==> src/rtl/lsu_mem_stage.sv <==
// lsu_mem_stage: memory-access stage with req/ack bus FSM, load/store formatting, misalign and timeout detection
module lsu_mem_stage #(
    parameter int TIMEOUT = 16
) (
    input  logic        clk,
    input  logic        rst,
    input  logic        mem_read_ppl,
    input  logic        mem_wr_ppl,
    input  logic [2:0]  func3_ppl,
    input  logic [31:0] addr,
    input  logic [31:0] store_data,
    output logic [31:0] load_data,
    output logic        stall,
    output logic        misalign,
    output logic        bus_err,
    output logic        bus_req,
    output logic        bus_we,
    output logic [31:0] bus_addr,
    output logic [31:0] bus_wdata,
    output logic [3:0]  bus_be,
    input  logic [31:0] bus_rdata,
    input  logic        bus_ack
);
    typedef enum logic [1:0] {IDLE, REQ, DONE} state_t;
    localparam logic [7:0] LAST = 8'(TIMEOUT - 1);
    state_t      state, state_nxt;
    logic        access, is_half, is_word, mis, start, tmo_hit, uns_q;
    logic [7:0]  cnt;
    logic [1:0]  lane, size_q;
    logic [3:0]  be_c;
    logic [31:0] wdata_c, fmt;
    logic [7:0]  rbyte;
    logic [15:0] rhalf;
    always_comb begin
        access   = mem_read_ppl | mem_wr_ppl;
        is_half  = func3_ppl[1:0] == 2'b01;
        is_word  = func3_ppl[1];
        mis      = access && ((is_half && addr[0]) || (is_word && addr[1:0] != 2'b00));
        start    = state == IDLE && access && !mis;
        misalign = rst && state == IDLE && mis;
        stall    = rst && (start || state == REQ);
        tmo_hit  = state == REQ && !bus_ack && cnt == LAST;
        be_c     = is_word ? 4'b1111 : is_half ? (addr[1] ? 4'b1100 : 4'b0011) : 4'b0001 << addr[1:0];
        wdata_c  = is_word ? store_data : is_half ? {2{store_data[15:0]}} : {4{store_data[7:0]}};
        rbyte    = bus_rdata[{lane, 3'b000} +: 8];
        rhalf    = lane[1] ? bus_rdata[31:16] : bus_rdata[15:0];
        fmt      = size_q[1] ? bus_rdata :
                   size_q[0] ? {{16{rhalf[15] & !uns_q}}, rhalf} : {{24{rbyte[7] & !uns_q}}, rbyte};
        // DONE always returns to IDLE so the still-high flags cannot retrigger
        state_nxt = start ? REQ :
                    (state == REQ && (bus_ack || tmo_hit)) ? DONE :
                    state == DONE ? IDLE : state;
    end
    always_ff @(posedge clk or negedge rst) begin
        if (!rst) begin
            state     <= IDLE;
            load_data <= '0;
            bus_err   <= 1'b0;
            bus_req   <= 1'b0;
            bus_we    <= 1'b0;
            bus_addr  <= '0;
            bus_wdata <= '0;
            bus_be    <= '0;
            cnt       <= '0;
            lane      <= '0;
            size_q    <= '0;
            uns_q     <= 1'b0;
        end else begin
            state   <= state_nxt;
            bus_err <= tmo_hit;
            if (start) begin
                bus_req   <= 1'b1;
                bus_we    <= mem_wr_ppl;
                bus_addr  <= {addr[31:2], 2'b00};
                bus_be    <= be_c;
                bus_wdata <= wdata_c;
                lane      <= addr[1:0];
                size_q    <= func3_ppl[1:0];
                uns_q     <= func3_ppl[2];
                cnt       <= '0;
            end else if (state == REQ) begin
                if (bus_ack || tmo_hit) begin
                    bus_req <= 1'b0;
                    if (!bus_we)
                        load_data <= bus_ack ? fmt : '0;
                end else begin
                    cnt <= cnt + 8'd1;
                end
            end
        end
    end
endmodule

==> config.mk <==
export PLATFORM = sky130hd
export DESIGN_NAME = lsu_mem_stage
export DESIGN_NICKNAME = d
export VERILOG_FILES = /design/src/rtl/lsu_mem_stage.sv
export SDC_FILE = /design/constraint.sdc
export NUM_CORES = 1
export LEC_CHECK = 0
export BUFFER_PORTS_ARGS = -buffer_cell sky130_fd_sc_hd__buf_4
export CORE_MARGIN = 2
export CORE_UTILIZATION = 43
export CTS_CLUSTER_DIAMETER = 50
export CTS_CLUSTER_SIZE = 16
export DETAILED_ROUTE_END_ITERATION = 12
export GPL_TIMING_DRIVEN = 0
export PLACE_DENSITY = 0.72
export RECOVER_POWER = 50
export SYNTH_ARGS = -nofsm -noshare
export SYNTH_HDL_FRONTEND = slang
export SYNTH_SLANG_ARGS = --single-unit
==> constraint.sdc <==
create_clock -name clk -period 5.31 [get_ports clk]
set_clock_uncertainty 0.05 [all_clocks]
set_input_delay 1.062 -clock clk [delete_from_list [all_inputs] [get_ports clk]]
set_output_delay 1.062 -clock clk [all_outputs]
set_load 0.01 [all_outputs]
==> summary.md <==
| Metric | Value |
|---|---|
| Outcome | `finished, final reports clean` |
| Buf/Inv on CP | `4` |
| EDFF count, synth | `0` |
| Fraction of the yosys area taken by sequential cells | `54.78%` |
| Fin crit period | `3.948 ns` |
| Max cap viols | `0` |
| DR pass1 iterations | `4` |
| Placement Cell Area | `7064 um^2` |
| Final instance area | `7466 um^2` |
| Netlist cell types | `52` |
| Post-CTS resize count | `0` |
| First-pass GRT wire length | `23400 um` |
| Clk buf depth | `2` |
| DP HPWL | `11250 um` |
| I/O pins | `209` |
| Vias in the first global route | `4584` |
| Post-route DRC violation count | `0` |
| Crit path max fanout | `10` |
| Combinational power share | `38.3%` |
| Top cell type's share of synthesized area | `54.78%` |
| Netlist Area Pre-Place | `5299 um^2` |
| Grt ovf | `0` |
| Max Slew Vio Count | `0` |
| Setup slack after layout | `1.362 ns` |
| RD Place Congestion | `0.8585` |
| WL final | `15100 um` |
| Fmax | `0.2533 GHz` |
| Peak VDD IR | `0.0003455 V` |
| Slowest cell on the critical path | `buf_1` |
| Reg clk slew, reported paths | `0.05 ns` |
| Mapped Cells | `457` |
| Cts bufs inserted | `17` |
| Avg WL per Cell | `17.91 um` |
| Die ar. | `13230 um^2` |
| CP Capture Type | `primary output` |
| Post-synth top cells | `dfrtp_1 (116), mux2_2 (46), nand2_1 (36)` |
| CTS tree | `built` |
| Chip Width | `115.0 um` |
| Multi-input logic area | `2193 um^2` |
| Final Hold Fails | `0` |
| Synth async-reset ratio | `100.0%` |
| Synthesis-to-finish area growth | `40.90%` |
| Drt initial violations | `264` |
| TNS Setup | `0 ns` |
| Via count | `4573` |
| RSZ-0062 raised after global routing | `no` |
| Count of final setup violators | `0` |
| Port Buffer Count | `206` |
| Pleak | `0.003548 uW` |
| Row count | `40` |
| Initial core utilization | `44.11%` |
| Worst skew pair latency | `0.41 ns` |
| Cell with the most instances after synthesis | `dfrtp_1` |
| Initial antenna violation count | `0` |
| Internal power | `2864 uW` |
| Worst Path Required | `4.20 ns` |
| CP Launch Type | `input pin` |
| Layout cells sized above 1 | `36.21%` |
| Place WS | `1.390 ns` |
| Worst hold stages | `2` |
| Synth area leaders | `dfrtp_1 (55%), mux2_2 (9.8%), mux2i_1 (6.4%)` |
| Routed vias/inst | `5.425` |
| Post-layout net count | `789` |
| CTS H-tree lvls | `4` |
| Flop pwr share | `35.2%` |
| Worst Tran Pin Value | `1.119 ns` |
| PD cells | `582.8 nW/um^2` |
| Crit path DAT | `2.84 ns` |
| Net Switching | `1487 uW` |
| R2r worst-path depth | `5` |
| Class of the worst hold path | `reg2reg` |
| Top delay family on crit path | `buffers and inverters` |
| Slew HR | `24.71%` |
| Largest area contributor in the netlist | `dfrtp_1` |
| Syn avg cell area | `11.59 um^2` |
| CP Cell Sequence | `buf_4, a21oi_1, o221ai_1, buf_2, buf_1, a21boi_0, buf_4` |
| Die height | `115.0 um` |
| Antenna diode count | `0` |
| Seq. cell area | `2903 um^2` |
| Setup Fix Bufs, Post-CTS | `0` |
| Gr usage total | `22.83%` |
| Final ANT Viol Nets | `0` |
| Clock power frac | `26.5%` |
| Largest net degree at the start of global routing | `69` |
| Net switching fraction of the power | `34.17%` |
| Post-layout util | `62.16%` |
| Sink Count | `116` |
| YS warnings | `0` |
| Largest stage delay, worst path | `0.51 ns` |
| Crit path top cell by count | `buf_4` |
| Seq cells post-synth | `116` |
| Placeable Area | `12010 um^2` |
| Worst path depth | `7` |
| WS Path Type | `in2out` |
| Post-CTS Hold Buffers | `0` |
| Predominant post-synthesis flop cell | `dfrtp_1` |
| Crit share post-route | `74.35%` |
| Fillers | `1024` |
| Root Driver | `clkbuf_16` |
## power by group through the flow
| stage | registers [uW] | clock network [uW] | logic (uW) |
|---|---|---|---|
| floorplan | 1690 | 0 | 757 |
| global placement | 1530 | 0 | 1760 |
| detailed placement | 1550 | 0 | 1800 |
| CTS | 1540 | 1160 | 1810 |
| global route | 1580 | 1210 | 1810 |
| finish | 1530 | 1150 | 1670 |
## area by class of cell
type                            instances  share of cell area [%]
Timing Repair Buffer                  207                   18.87
Tap cell                              147                   2.464
Clock buffer                           21                   6.167
Inverter                               10                  0.5028
Sequential cell                       116                   38.88
Multi-Input combinational cell        302                   29.38
Clock inverter                         10                   1.760
Buffer                                 30                   1.978
## flip-flops by register name, summed over array words and instances (netlist names)
name / count
bus_be: 4
bus_wdata: 32
cnt: 8
lane: 2
bus_err: 1
bus_addr: 30
uns_q: 1
state: 2
bus_we: 1
size_q: 2
load_data: 32
bus_req: 1
## logic make-up (layout without fill, tap and decap cells)
logic type	count (synthesis)	in the layout	share of synthesized area [%]
DFF	116	116	54.78
other	1	2	0.07077
buffers and inverters	40	278	3.542
xor gates and xnor gates	3	3	0.4960
and+or+nand+nor	101	101	9.469
AOI/OAI and AO/OA	115	115	15.21
adders and majority gates	1	1	0.2361
muxes	80	80	16.20
## routing by layer
metal  global-route usage (%)  part of all wire (%)  vias to the layer above  routed length (um)
met5                        0                     0                        -                   0
met3                    7.116                   7.0                       27                1055
met2                    36.94                    49                      181                7379
met1                    28.93                    42                     2233                6364
met4                    8.514                   2.0                        0                 297
li1                         -                     -                     2132                   -
## path summary, 6_finish.rpt
path	start	to	slack [ns]
max reg2reg	state[1]$_DFFE_PN0P_	load_data[22]$_DFFE_PN0P_	2.67
max	addr[1]	stall	1.36
min in group asynchronous	rst	load_data[20]$_DFFE_PN0P_	0.53
min	bus_wdata[9]$_DFFE_PN0P_	bus_wdata[9]$_DFFE_PN0P_	0.43
min reg2reg	bus_wdata[9]$_DFFE_PN0P_	bus_wdata[9]$_DFFE_PN0P_	0.43
max in group asynchronous	rst	bus_addr[17]$_DFFE_PN0P_	3.99
## through the flow
stage          instances  total power (uW)  hold WS (ns)
5_1_grt              843              4598        0.4507
3_5_place_dp         812              3345        0.4241
4_1_cts              843              4514        0.4363
2_1_floorplan        458              2442        0.4662
6_report             843              4351        0.4338
3_3_place_gp         811              3285        0.4158
## worst reg2reg max path: stages (launching register included)
cell      delay (ns)
dfrtp_1         0.41
nand2b_1        0.23
or3b_2          0.54
nor4_1          0.87
buf_4           0.33
a221o_1         0.14
## layout by cell type, fill, tap and decap left out, types with 3 or more instances in the layout
cell type,n
buf_4,163
dfrtp_1,116
clkbuf_1,60
mux2_2,46
nand2_1,36
mux2i_1,34
o21ai_0,32
nor2_1,31
a21oi_1,25
a221o_1,22
clkbuf_16,17
inv_1,10
buf_2,7
a211oi_1,7
a22o_1,7
nand2b_1,6
o32ai_1,6
buf_1,5
clkinv_2,5
nand3_1,4
and3_1,3
nor4_1,3
buf_6,3
nor2b_1,3
bufinv_16,3
Note: power is estimated with default switching activity, not from simulation.
